`src/rtl/aes64ksseq_pkg.sv`:
```
// Shared constants and FSM state type for the AES-128 key-expansion sequencer.
// Select codes match the zknde64 result mux.
package aes64ksseq_pkg;

   localparam logic [3:0] ZKN_SEL_KS1I  = 4'b0010;
   localparam logic [3:0] ZKN_SEL_KS2   = 4'b0011;
   localparam int         AES128_ROUNDS = 10;

   typedef enum logic [2:0] {
      S_IDLE,
      S_EMIT,
      S_KS1,
      S_KS2A,
      S_KS2B
   } aesks_state_t;

endpackage

```
`src/rtl/flopenr.sv`:
```
// Register with load enable and synchronous active-high reset to zero.
module flopenr #(
   parameter int WIDTH = 8
) (
   input  logic             clk,
   input  logic             reset,
   input  logic             en,
   input  logic [WIDTH-1:0] d,
   output logic [WIDTH-1:0] q
);

   always_ff @(posedge clk) begin
      if (reset)   q <= '0;
      else if (en) q <= d;
   end

endmodule

```
`src/rtl/flopr.sv`:
```
// Plain register with synchronous active-high reset to zero.
module flopr #(
   parameter int WIDTH = 8
) (
   input  logic             clk,
   input  logic             reset,
   input  logic [WIDTH-1:0] d,
   output logic [WIDTH-1:0] q
);

   always_ff @(posedge clk) begin
      if (reset) q <= '0;
      else       q <= d;
   end

endmodule

```
`src/rtl/aes64ksseq.sv`:
```
// AES-128 key-expansion sequencer driving an external zknde64 datapath.
// Handshake: a round key transfers on a rising edge where RKValid && RKReady; RKey/RKIndex hold while stalled.
module aes64ksseq
   import aes64ksseq_pkg::*;
#(
   parameter int NROUNDS = AES128_ROUNDS
) (
   input  logic         clk,
   input  logic         reset,
   input  logic         Start,
   input  logic [127:0] Key,
   output logic         Busy,
   output logic         Done,
   output logic [63:0]  ZknA,
   output logic [63:0]  ZknB,
   output logic [3:0]   ZknRound,
   output logic [3:0]   ZknSelect,
   input  logic [63:0]  ZknResult,
   output logic         RKValid,
   input  logic         RKReady,
   output logic [3:0]   RKIndex,
   output logic [127:0] RKey
);

   localparam logic [3:0] LAST_ROUND = 4'(NROUNDS);

   aesks_state_t state, state_next;
   logic [2:0]   state_q, state_d;

   logic [63:0] k0, k1, t;
   logic [63:0] k0_d, k1_d;
   logic        k0_en, k1_en, t_en;
   logic [3:0]  r, r_d;
   logic        r_en;
   logic        done_d, done_q;

   assign state_d = state_next;
   assign state   = aesks_state_t'(state_q);

   flopr   #(.WIDTH(3))  u_state (.clk(clk), .reset(reset), .d(state_d), .q(state_q));
   flopenr #(.WIDTH(64)) u_k0    (.clk(clk), .reset(reset), .en(k0_en), .d(k0_d), .q(k0));
   flopenr #(.WIDTH(64)) u_k1    (.clk(clk), .reset(reset), .en(k1_en), .d(k1_d), .q(k1));
   flopenr #(.WIDTH(64)) u_t     (.clk(clk), .reset(reset), .en(t_en), .d(ZknResult), .q(t));
   flopenr #(.WIDTH(4))  u_r     (.clk(clk), .reset(reset), .en(r_en), .d(r_d), .q(r));
   flopr   #(.WIDTH(1))  u_done  (.clk(clk), .reset(reset), .d(done_d), .q(done_q));

   assign Busy = (state != S_IDLE);
   assign Done = done_q;

   always_comb begin
      state_next = state;
      k0_en      = 1'b0;
      k1_en      = 1'b0;
      t_en       = 1'b0;
      r_en       = 1'b0;
      k0_d       = ZknResult;
      k1_d       = ZknResult;
      r_d        = r + 4'd1;
      done_d     = 1'b0;
      ZknA       = '0;
      ZknB       = '0;
      ZknRound   = '0;
      ZknSelect  = '0;
      RKValid    = 1'b0;
      RKIndex    = '0;
      RKey       = '0;

      unique case (state)
         S_IDLE: begin
            if (Start) begin
               k0_en      = 1'b1;
               k1_en      = 1'b1;
               k0_d       = Key[63:0];
               k1_d       = Key[127:64];
               r_en       = 1'b1;
               r_d        = '0;
               state_next = S_EMIT;
            end
         end
         S_EMIT: begin
            RKValid = 1'b1;
            RKIndex = r;
            RKey    = {k1, k0};
            if (RKReady) begin
               if (r == LAST_ROUND) begin
                  done_d     = 1'b1;
                  state_next = S_IDLE;
               end else begin
                  state_next = S_KS1;
               end
            end
         end
         S_KS1: begin
            ZknA       = k1;
            ZknRound   = r;
            ZknSelect  = ZKN_SEL_KS1I;
            t_en       = 1'b1;
            state_next = S_KS2A;
         end
         S_KS2A: begin
            ZknA       = t;
            ZknB       = k0;
            ZknSelect  = ZKN_SEL_KS2;
            k0_en      = 1'b1;
            state_next = S_KS2B;
         end
         S_KS2B: begin
            // k0 already holds the word pair produced in KS2A
            ZknA       = k0;
            ZknB       = k1;
            ZknSelect  = ZKN_SEL_KS2;
            k1_en      = 1'b1;
            r_en       = 1'b1;
            state_next = S_EMIT;
         end
         default: state_next = S_IDLE;
      endcase
   end

endmodule

```
`config.mk`:
```
export PLATFORM = sky130hd
export DESIGN_NAME = aes64ksseq
export DESIGN_NICKNAME = d
export VERILOG_FILES = /design/src/rtl/aes64ksseq_pkg.sv /design/src/rtl/flopenr.sv /design/src/rtl/flopr.sv /design/src/rtl/aes64ksseq.sv
export SDC_FILE = /design/constraint.sdc
export NUM_CORES = 1
export LEC_CHECK = 0
export CAP_MARGIN = 25
export CORE_AREA = 2 2 184 186
export DETAILED_ROUTE_END_ITERATION = 10
export DIE_AREA = 0 0 186 188
export GPL_TIMING_DRIVEN = 0
export MAX_ROUTING_LAYER = met4
export PLACE_DENSITY = 0.66
export SYNTH_ARGS = -nofsm -noshare
export SYNTH_HDL_FRONTEND = slang
export SYNTH_SLANG_ARGS = --single-unit
```
`constraint.sdc`:
```
create_clock -name clk -period 2.25 [get_ports clk]
set_clock_uncertainty 0.1 [all_clocks]
set_input_delay 0.675 -clock clk [delete_from_list [all_inputs] [get_ports clk]]
set_output_delay 0.675 -clock clk [all_outputs]
set_load 0.02 [all_outputs]
```
Yosys cells after proc, flatten, opt, wreduce, memory -nomap -nowiden. Cells that the tools add are included.

Input bits: 196. Register bits after elaboration: 200.

Add/sub/neg operators: 1. Bitwise logic cells: 2. Equal/unequal tests: 7. Reduce and logical (&&, ||, !) cells: 5. Multiplexer cells: 22.

Operators with widths (count): 2-to-1 mux 64 bit (4); one-hot mux 64 bit (3 select lines) (1); 2-to-1 mux 128 bit (1); one-hot mux 64 bit (2 select lines) (1); 2-to-1 mux 4 bit (4); one-hot mux 3 bit (5 select lines) (1); == test 3 x 2 -> 1 bit (second input constant) (2); 2-to-1 mux 3 bit (2); adder 4 x 1 -> 4 bit (second input constant) (1); == test 4 bit (second input constant) (1); 2-to-1 mux 1 bit (4); inequality test 2 bit (second input constant) (2); one-hot mux 1 bit (2 select lines) (2); one-hot mux 2 bit (2 select lines) (1); == test 3 x 1 -> 1 bit (second input constant) (1); == test 3 bit (second input constant) (1); logical NOT 3 bit (1); nonzero test 3 bit (1); OR reduction 3 bit (1); 2-to-1 mux 2 bit (1); inverter 1 bit (2); AND reduction 2 bit (1); OR reduction 2 bit (1).

Logic depth before layout (Yosys ltp). Gate-level depths: netlist of the first run.

Word-level depth: 4. Mapped depth: 7.

Modules after synthesis. Synthesis of the first run repeated with hierarchy kept, for this count alone.

Cell total of the unflattened synthesis: 1461. Area, all modules: 11554.8 um2.

By module, submodules not included: flopenr at u_k0 ... (area an instance 2290.9 um2, times used 3, sequential area each 1281.2 um2, cells each 206); aes64ksseq (area an instance 4429.2 um2, times used 1, sequential area each 0.0 um2, cells each 822); flopenr at u_r (area an instance 140.1 um2, times used 1, sequential area each 80.1 um2, cells each 13); flopr at u_state (area an instance 78.8 um2, times used 1, sequential area each 60.1 um2, cells each 6); flopr at u_done (area an instance 33.8 um2, times used 1, sequential area each 20.0 um2, cells each 2).

Worst setup path before layout of the first run. No wires, ideal clock.

Kind: reg-to-output. Start point: reg u_state.q[0]. End point: out ZknA[10]. Slack: -0.160 ns. Arrival time: 1.635 ns. Stages on the path, launching flop included: 6. Cells stage by stage: dfxtp_1 buf_6 buf_4 clkbuf_1 mux2i_1 o21ai_0.

Cells in the longest elaborated chain, start to end: 2. Elaborated cells on any way between the ends: 4. Classes of those cells: eq/ne (3); mux (1).

Ends and longest elaborated chain: start: declaration (RTL line flopr.sv:8) `output logic [WIDTH-1:0] q`; start signal: assignment (RTL line flopr.sv:12) `if (reset) q <= '0;`; start signal: assignment (RTL line flopr.sv:13) `else q <= d;`; == test 3 bit / == test 3 x 2 -> 1 bit (equally long branches) (RTL line aes64ksseq.sv:68) `unique case (state)`; one-hot mux 64 bit (3 select lines) (*) (RTL line aes64ksseq.sv:68); end: declaration (RTL line aes64ksseq.sv:14) `output logic [63:0] ZknA,`.

Every way passes the cells marked *; elsewhere a longest branch is shown, timed or not.

Worst setup path in the final report of the first run.
Start point: reg u_state.q[1]. End point: out ZknA[57].

The elaborated chain is that of the path after synthesis.

==> insert_results.sql, run 1 <==
INSERT INTO impl_metrics (metric_group, metric, value, unit) VALUES
('synthesis', 'syn_inst', '1462', ''),
('power', 'switching_share', '33.8', '%'),
('power', 'internal_dissipation', '0.00649', 'W'),
('die', 'design.core.area', '0.0331', 'mm2'),
('die', 'fp.dieArea', '0.0350', 'mm2'),
('layout', 'syn2layout_area_growth', '80.0', '%'),
('route', 'final_antenna_net_count', '0', ''),
('synthesis', 'synthMostInstantiatedCell', 'sky130_fd_sc_hd__nand2_1', ''),
('route', 'vias_per_cell', '5.68', ''),
('global_routing', 'first_global_vias', '13600', ''),
('setup_path', 'worst_setup_path_end_kind', 'output port', ''),
('placement', 'place.gp.congestion', '0.908', ''),
('placement', 'preCtsSetupSlack', '-1.83', 'ns'),
('global_routing', 'grt_first_pass_wirelength', '88800', 'um'),
('clock_network', 'path_clk_slew', '0.08', 'ns'),
('sta', 'layout_worst_path_cycle_share', '127', '%'),
('outcome', 'outcome', 'finished with violations', ''),
('synthesis', 'synthesis_stage_register_bit_count', '200', ''),
('sta', 'finalMaxSlewViolations', '0', ''),
('min_path', 'min_path_type', 'reg -> reg', ''),
('synthesis', 'synth_top_area_cell', 'sky130_fd_sc_hd__dfxtp_1', ''),
('flow_run', 'max_cap_violations', '0', ''),
('setup_path', 'crit_path_max_fanout', '6', ''),
('setup_path', 'critical_path_arrival', '2.07', 'ns'),
('layout', 'num-nets-final', '2253', ''),
('synthesis', 'synth_edf_count', '0', ''),
('die', 'io_pins', '467', ''),
('route', 'drt-pass1-iter-count', '6', ''),
('synthesis', 'post_synth_num_cell_types', '44', ''),
('clock_network', 'tritoncts_sinks', '200', ''),
('die', 'floorplan.initialDensity', '33.3', '%'),
('route', 'remaining_drc_errors', '0', ''),
('sta', 'tightest_slew', '0.888', 'ns'),
('sta', 'fin_worst_setup_slack', '-0.598', 'ns'),
('route', 'detail_route.wirelength', '64500', 'um'),
('setup_path', 'cp-start-kind', 'flip-flop', ''),
('power', 'switching_power', '0.00332', 'W'),
('sta', 'timing.final.hold_violations', '0', ''),
('die', 'chipHeight', '188', 'um'),
('synthesis', 'synth_top_flop_cell', 'sky130_fd_sc_hd__dfxtp_1', ''),
('power', 'max-vdd-ir-drop', '541', 'uV'),
('route', 'detail_route.iter0.violations', '1385', ''),
('global_routing', 'grt_max_degree', '20', ''),
('power', 'power_density', '494', 'mW/mm2'),
('synthesis', 'post-synth-top-area-fraction', '36.3', '%'),
('clock_network', 'clk-insertion-delay-late', '0.44', 'ns'),
('setup_path', 'crit_path_category', 'reg -> out', ''),
('placement', 'place_hpwl', '44300', 'um'),
('synthesis', 'synth_top_cells_by_count', 'sky130_fd_sc_hd__nand2_1, sky130_fd_sc_hd__dfxtp_1, sky130_fd_sc_hd__a21oi_1, sky130_fd_sc_hd__and2_1, sky130_fd_sc_hd__o21ai_0', ''),
('synthesis', 'netlist_top_cells_area', 'sky130_fd_sc_hd__dfxtp_1, sky130_fd_sc_hd__nand2_1, sky130_fd_sc_hd__and2_1', ''),
('global_routing', 'grt_remaining_overflow', '0', ''),
('clock_network', 'cts_tree', 'yes', ''),
('power', 'p_comb_share', '27.1', '%'),
('setup_path', 'cp-startpoint', 'u_state.q[1]', ''),
('placement', 'port_buffers', '464', ''),
('die', 'rows', '67', ''),
('setup_path', 'r2r-end', 'u_t.q[10]', ''),
('outcome', 'violations', 'negative setup slack', ''),
('sta', 'grt_setup_unrepaired', 'true', ''),
('clock_network', 'cts-buffers-inserted', '17', ''),
('route', 'vias', '14300', ''),
('sta', 'setup_viol', '275', ''),
('sta', 'finalCriticalPeriod', '2.85', 'ns'),
('setup_path', 'worstRegToRegCells', '6', ''),
('clock_network', 'clock_tree.root_cell', 'sky130_fd_sc_hd__clkbuf_16', ''),
('synthesis', 'synth-warning-count', '0', ''),
('clock_network', 'cts-hold-fix-buffers', '0', ''),
('power', 'power_frac_seq', '41.1', '%'),
('synthesis', 'asyncSetResetFlopFracSynth', '0', '%'),
('layout', 'total_of_fill_cells_in_the_finished_design', '2940', ''),
('layout', 'finish.instance_area', '0.0199', 'mm2');
==> state kept, by name, indices dropped and copies added (netlist names) <==
register / count
u_done.q: 1
u_k0.q: 64
u_k1.q: 64
u_r.q: 4
u_state.q: 3
u_t.q: 64
==> metal layers <==
metal	vias up	global-route usage, %	routed length [um]
li1	6317	-	-
met1	6988	43.3	25200
met2	850	58.7	31600
met3	149	5.52	5150
met4	0	12.7	2630
met5	-	-	0
==> logic make-up (layout without fill, tap and decap cells) <==
logic type / Yosys count / after routing / share of synthesized area (%)
AO/OA/AOI/OAI: 483 / 483 / 26.9
adder cells (fa/ha/maj): 2 / 2 / 0.227
buffers and inverters: 156 / 760 / 6.28
flip-flops: 200 / 200 / 36.3
multiplexers: 64 / 64 / 5.81
other: 1 / 6 / 0.0340
AND/OR/NAND/NOR: 556 / 556 / 24.5
==> how the worst min path moves through the flow <==
stage / start / to / slack [ns] / cells past startpoint
CTS: u_t.q[54] / u_t.q[54] / 0.36 / 2
detailed placement: u_t.q[32] / u_t.q[32] / 0.35 / 2
finish: u_t.q[54] / u_t.q[54] / 0.36 / 2
global placement: u_t.q[11] / u_t.q[11] / 0.34 / 2
global route: u_t.q[58] / u_t.q[58] / 0.37 / 2
floorplan: u_t.q[0] / u_t.q[0] / 0.34 / 2
==> stage by stage <==
| stage | total power [W] | utilization [%] | TNS [ns] | std cells | hold WS [ns] |
|---|---|---|---|---|---|
| final | 0.00981 | 60.0 | -123.25 | 2519 | 0.357 |
| after global routing | 0.0101 | 60.0 | -135.89 | 2519 | 0.370 |
| after CTS | 0.00942 | 54.9 | -161.26 | 2465 | 0.358 |
| after detailed placement | 0.00613 | 49.3 | -439.38 | 2378 | 0.348 |
| after global placement | 0.00608 | 49.2 | -507.65 | 2375 | 0.341 |
| after floorplan | 0.00496 | - | -0.975 | 1463 | 0.336 |
==> worst max-delay path, cell delays in order (launching register included) <==
cell and delay, ns:
sky130_fd_sc_hd__dfxtp_4 0.38, sky130_fd_sc_hd__buf_8 0.14, sky130_fd_sc_hd__nor3b_4 0.28, sky130_fd_sc_hd__buf_6 0.18, sky130_fd_sc_hd__buf_12 0.14, sky130_fd_sc_hd__buf_12 0.15
sky130_fd_sc_hd__buf_6 0.11, sky130_fd_sc_hd__nand2_2 0.05, sky130_fd_sc_hd__o21ai_2 0.07, sky130_fd_sc_hd__buf_6 0.14
==> power by group through the flow <==
stage                     clock network (W)  registers [W]  logic, W
after floorplan                           0        0.00396   0.00100
final                               0.00312        0.00404   0.00265
after global routing                0.00326        0.00406   0.00277
after global placement                    0        0.00406   0.00203
after detailed placement                  0        0.00407   0.00206
after CTS                           0.00311        0.00399   0.00231
==> cell usage in the layout (no fill, tap or decap), types with 28 or more instances in the layout <==
cell type and count:
sky130_fd_sc_hd__o21ai_2 35, sky130_fd_sc_hd__nand2_1 249, sky130_fd_sc_hd__and2_1 38, sky130_fd_sc_hd__dfxtp_1 197, sky130_fd_sc_hd__clkbuf_16 32, sky130_fd_sc_hd__nand3b_1 28, sky130_fd_sc_hd__a22oi_1 61, sky130_fd_sc_hd__buf_4 106
sky130_fd_sc_hd__a31oi_1 37, sky130_fd_sc_hd__clkbuf_2 30, sky130_fd_sc_hd__nand3_1 62, sky130_fd_sc_hd__o21ai_0 65, sky130_fd_sc_hd__mux2i_1 64, sky130_fd_sc_hd__a22o_1 63, sky130_fd_sc_hd__clkbuf_1 36, sky130_fd_sc_hd__clkdlybuf4s50_1 196
sky130_fd_sc_hd__nand2_4 35, sky130_fd_sc_hd__buf_6 250, sky130_fd_sc_hd__and2_4 97, sky130_fd_sc_hd__a21oi_1 155, sky130_fd_sc_hd__buf_12 31
==> area by class of cell <==
class / count / area, um2 / share of cell area, %
Multi-Input combinational cell: 1107 / 7140 / 36.0
Timing Repair Buffer: 583 / 6300 / 31.7
Sequential cell: 200 / 4020 / 20.2
Buffer: 144 / 1250 / 6.31
Tap cell: 448 / 561 / 2.82
Clock buffer: 17 / 425 / 2.14
Clock inverter: 14 / 136 / 0.687
Antenna cell: 4 / 10.0 / 0.0504
Inverter: 2 / 7.51 / 0.0378
==> repair_timing <==
item | CTS | global route
setup endpoints to repair | 407 | 447
pin swaps | 9 | 58
cloned | 14 | 13
setup buffers | 44 | 52
gates resized for setup | 1254 | 931
No activity file was read; power rests on OpenSTA's default activity.
==> inputs of run 2 (changes only) <==
- CELL_PAD_IN_SITES_DETAIL_PLACEMENT: unset -> 1
- CELL_PAD_IN_SITES_GLOBAL_PLACEMENT: unset -> 1
- CORE_AREA: 2 2 184 186 -> unset
- CORE_UTILIZATION: unset -> 30
- DIE_AREA: 0 0 186 188 -> unset
- PLACE_DENSITY: 0.66 -> unset
- PLACE_DENSITY_LB_ADDON: unset -> 0.1
==> insert_results.sql, run 2 (synthesized netlist as in run 1, its figures left out) <==
INSERT INTO impl_metrics (metric_group, metric, value, unit) VALUES
('die', 'io_pins', '467', ''),
('die', 'fp.dieArea', '0.0375', 'mm2'),
('die', 'die_x', '194', 'um'),
('power', 'switching_power', '0.00337', 'W'),
('outcome', 'violations', 'negative setup slack', ''),
('sta', 'setup_viol', '455', ''),
('placement', 'place_hpwl', '46700', 'um'),
('sta', 'timing.final.hold_violations', '0', ''),
('die', 'chipHeight', '194', 'um'),
('route', 'detail_route.iter0.violations', '878', ''),
('clock_network', 'path_clk_slew', '0.08', 'ns'),
('setup_path', 'cp-start-kind', 'flip-flop', ''),
('sta', 'timing.max_slew.rel_slack', '46.0', '%'),
('sta', 'fin_worst_setup_slack', '-0.587', 'ns'),
('global_routing', 'grt_first_pass_wirelength', '93700', 'um'),
('clock_network', 'clock_tree.htree_level_count', '4', ''),
('power', 'p_leak', '7.73', 'nW'),
('sta', 'layout_worst_path_cycle_share', '126', '%'),
('route', 'vias', '14000', ''),
('route', 'remaining_drc_errors', '0', ''),
('layout', 'finish.instance_area', '0.0193', 'mm2'),
('setup_path', 'required', '1.47', 'ns'),
('sta', 'holdWs', '0.361', 'ns'),
('global_routing', 'antenna_violations_before_repair', '3', ''),
('layout', 'area_of_combinational_cells_with_multiple_inputs', '0.00709', 'mm2'),
('layout', 'total_of_fill_cells_in_the_finished_design', '4182', ''),
('route', 'final_antenna_net_count', '0', ''),
('global_routing', 'grt_remaining_overflow', '0', ''),
('clock_network', 'clock_tree.root_cell', 'sky130_fd_sc_hd__clkbuf_16', ''),
('layout', 'largestRegisters', 'u_k0.q: 64 flops, u_k1.q: 64 flops, u_t.q: 64 flops', ''),
('die', 'design.core.area', '0.0359', 'mm2'),
('layout', 'num-nets-final', '2210', ''),
('sta', 'finalMaxSlewViolations', '0', ''),
('layout', 'mostFrequentLayoutCells', 'sky130_fd_sc_hd__nand2_1, sky130_fd_sc_hd__buf_6, sky130_fd_sc_hd__dfxtp_1', ''),
('power', 'p_comb_share', '26.3', '%'),
('setup_path', 'crit_path_category', 'reg -> out', ''),
('power', 'power', '0.0100', 'W'),
('setup_path', 'r2r_setup_slack', '-0.24', 'ns'),
('layout', 'layout_commonest_cell', 'sky130_fd_sc_hd__nand2_1', ''),
('power', 'switching_share', '33.6', '%'),
('clock_network', 'cts-hold-fix-buffers', '0', ''),
('setup_path', 'critical_path_arrival', '2.06', 'ns'),
('sta', 'finalCriticalPeriod', '2.84', 'ns'),
('layout', 'fin_util', '53.6', '%'),
('placement', 'port_buffers', '464', ''),
('setup_path', 'worstRegToRegCells', '8', ''),
('clock_network', 'cts-buffers-inserted', '17', ''),
('global_routing', 'grt_max_degree', '20', ''),
('setup_path', 'cp-startpoint', 'u_state.q[0]', ''),
('route', 'vias_per_cell', '5.63', ''),
('die', 'rows', '69', ''),
('global_routing', 'first_global_vias', '13900', ''),
('flow_run', 'max_cap_violations', '0', ''),
('setup_path', 'crit_end', 'RKey[21]', ''),
('power', 'internal_dissipation', '0.00667', 'W'),
('global_routing', 'grtUsageTotal', '34.4', '%'),
('placement', 'place.gp.congestion', '0.879', ''),
('power', 'power_density', '521', 'mW/mm2'),
('route', 'drt-wirelength-per-cell', '27.0', 'um'),
('clock_network', 'cts_tree', 'yes', ''),
('layout', 'syn2layout_area_growth', '74.6', '%'),
('setup_path', 'crit_path_max_fanout', '7', ''),
('layout', 'post_route_cells_drive_above_1_share', '33.6', '%'),
('route', 'detail_route.wirelength', '67200', 'um'),
('route', 'drt-pass1-iter-count', '5', ''),
('layout', 'ff_latch_area', '0.00401', 'mm2'),
('clock_network', 'clk-insertion-delay-late', '0.45', 'ns'),
('setup_path', 'worstReg2RegStart', 'u_state.q[2]', ''),
('setup_path', 'worst_setup_path_end_kind', 'output port', ''),
('min_path', 'min_path_type', 'reg -> reg', ''),
('clock_network', 'tritoncts_sinks', '200', ''),
('power', 'share_clk_of_total_power', '33.6', '%'),
('sta', 'timing.fmax', '352', 'MHz'),
('power', 'power_frac_seq', '40.1', '%'),
('die', 'floorplan.initialDensity', '30.7', '%'),
('clock_network', 'cts_max_path_buffers', '2', ''),
('power', 'max-vdd-ir-drop', '583', 'uV'),
('outcome', 'outcome', 'finished with violations', ''),
('placement', 'placedInstanceArea', '0.0163', 'mm2'),
('setup_path', 'r2r-end', 'u_k1.q[11]', ''),
('sta', 'tightest_slew', '0.809', 'ns'),
('sta', 'grt_setup_unrepaired', 'true', '');
-- run 2: cell types whose count changed in the layout (fill, tap and decap cells not counted), sizes merged --
cell / change
clkbuf: +3
clkinv: -2
bufbuf: -1
buf: -45
bufinv: +2
inv: +1
-- run 2: worst max-delay path: stages, from the launching register on --
cell                        delay (ns)
sky130_fd_sc_hd__dfxtp_1          0.35
sky130_fd_sc_hd__buf_6            0.14
sky130_fd_sc_hd__nor3b_4          0.27
sky130_fd_sc_hd__buf_6            0.19
sky130_fd_sc_hd__buf_16           0.16
sky130_fd_sc_hd__clkbuf_16        0.16
sky130_fd_sc_hd__buf_6            0.09
sky130_fd_sc_hd__and2_4           0.13
sky130_fd_sc_hd__buf_6            0.11
-- run 2: timing repair --
item / CTS / global route
buffers inserted: 31 / 18
cloned: 10 / 15
pin swaps: 10 / 24
resized for setup: 1560 / 501
hold endpoints to repair: 0 / 0
endpoints found under the setup margin: 412 / 416
-- run 2: power by group through the flow --
| stage | registers (W) | clock network (W) | logic [W] |
|---|---|---|---|
| floorplan | 0.00396 | 0 | 0.00100 |
| global placement | 0.00406 | 0 | 0.00205 |
| detailed placement | 0.00407 | 0 | 0.00209 |
| CTS | 0.00399 | 0.00338 | 0.00235 |
| global route | 0.00405 | 0.00352 | 0.00275 |
| finish | 0.00403 | 0.00337 | 0.00264 |
-- run 2: cell type report --
cell class | count | share of cell area (%)
well taps | 461 | 3.00
clock inverters | 15 | 0.942
repair buffers | 537 | 29.5
diodes | 4 | 0.0520
plain buffers | 147 | 6.58
clock buffers | 17 | 2.21
multi-input cells | 1107 | 36.8
inverters | 2 | 0.0390
flip-flops and latches | 200 | 20.8
-- run 2: through the flow --
stage          TNS (ns)  setup WS [ns]  instances
2_1_floorplan    -0.975        -0.0166       1463
3_3_place_gp    -501.33          -2.36       2388
3_5_place_dp    -467.38          -1.99       2390
4_1_cts         -155.37         -0.584       2462
5_1_grt         -186.56         -0.631       2489
6_report        -165.21         -0.587       2490
-- run 2: worst min path at each step --
stage          cells past startpoint       from  slack (ns)        end
3_3_place_gp                       2  u_t.q[58]        0.34  u_t.q[58]
6_report                           2  u_t.q[34]        0.36  u_t.q[34]
4_1_cts                            2  u_t.q[56]        0.36  u_t.q[56]
2_1_floorplan                      2   u_t.q[0]        0.34   u_t.q[0]
5_1_grt                            2  u_t.q[34]        0.37  u_t.q[34]
3_5_place_dp                       2  u_t.q[56]        0.35  u_t.q[56]
-- run 2: routing by layer --
| metal | share of wire, % | global-route usage, % |
|---|---|---|
| met4 | 3.4 | 11.5 |
| met1 | 42 | 42.0 |
| met2 | 49 | 58.0 |
| met5 | 0 | - |
| met3 | 6.0 | 5.13 |
==> inputs of run 3 (changes only) <==
- GPL_ROUTABILITY_DRIVEN: unset -> 0
==> results of run 3 <==
The final DEF is identical to that of run 2; final timing and power are the same.
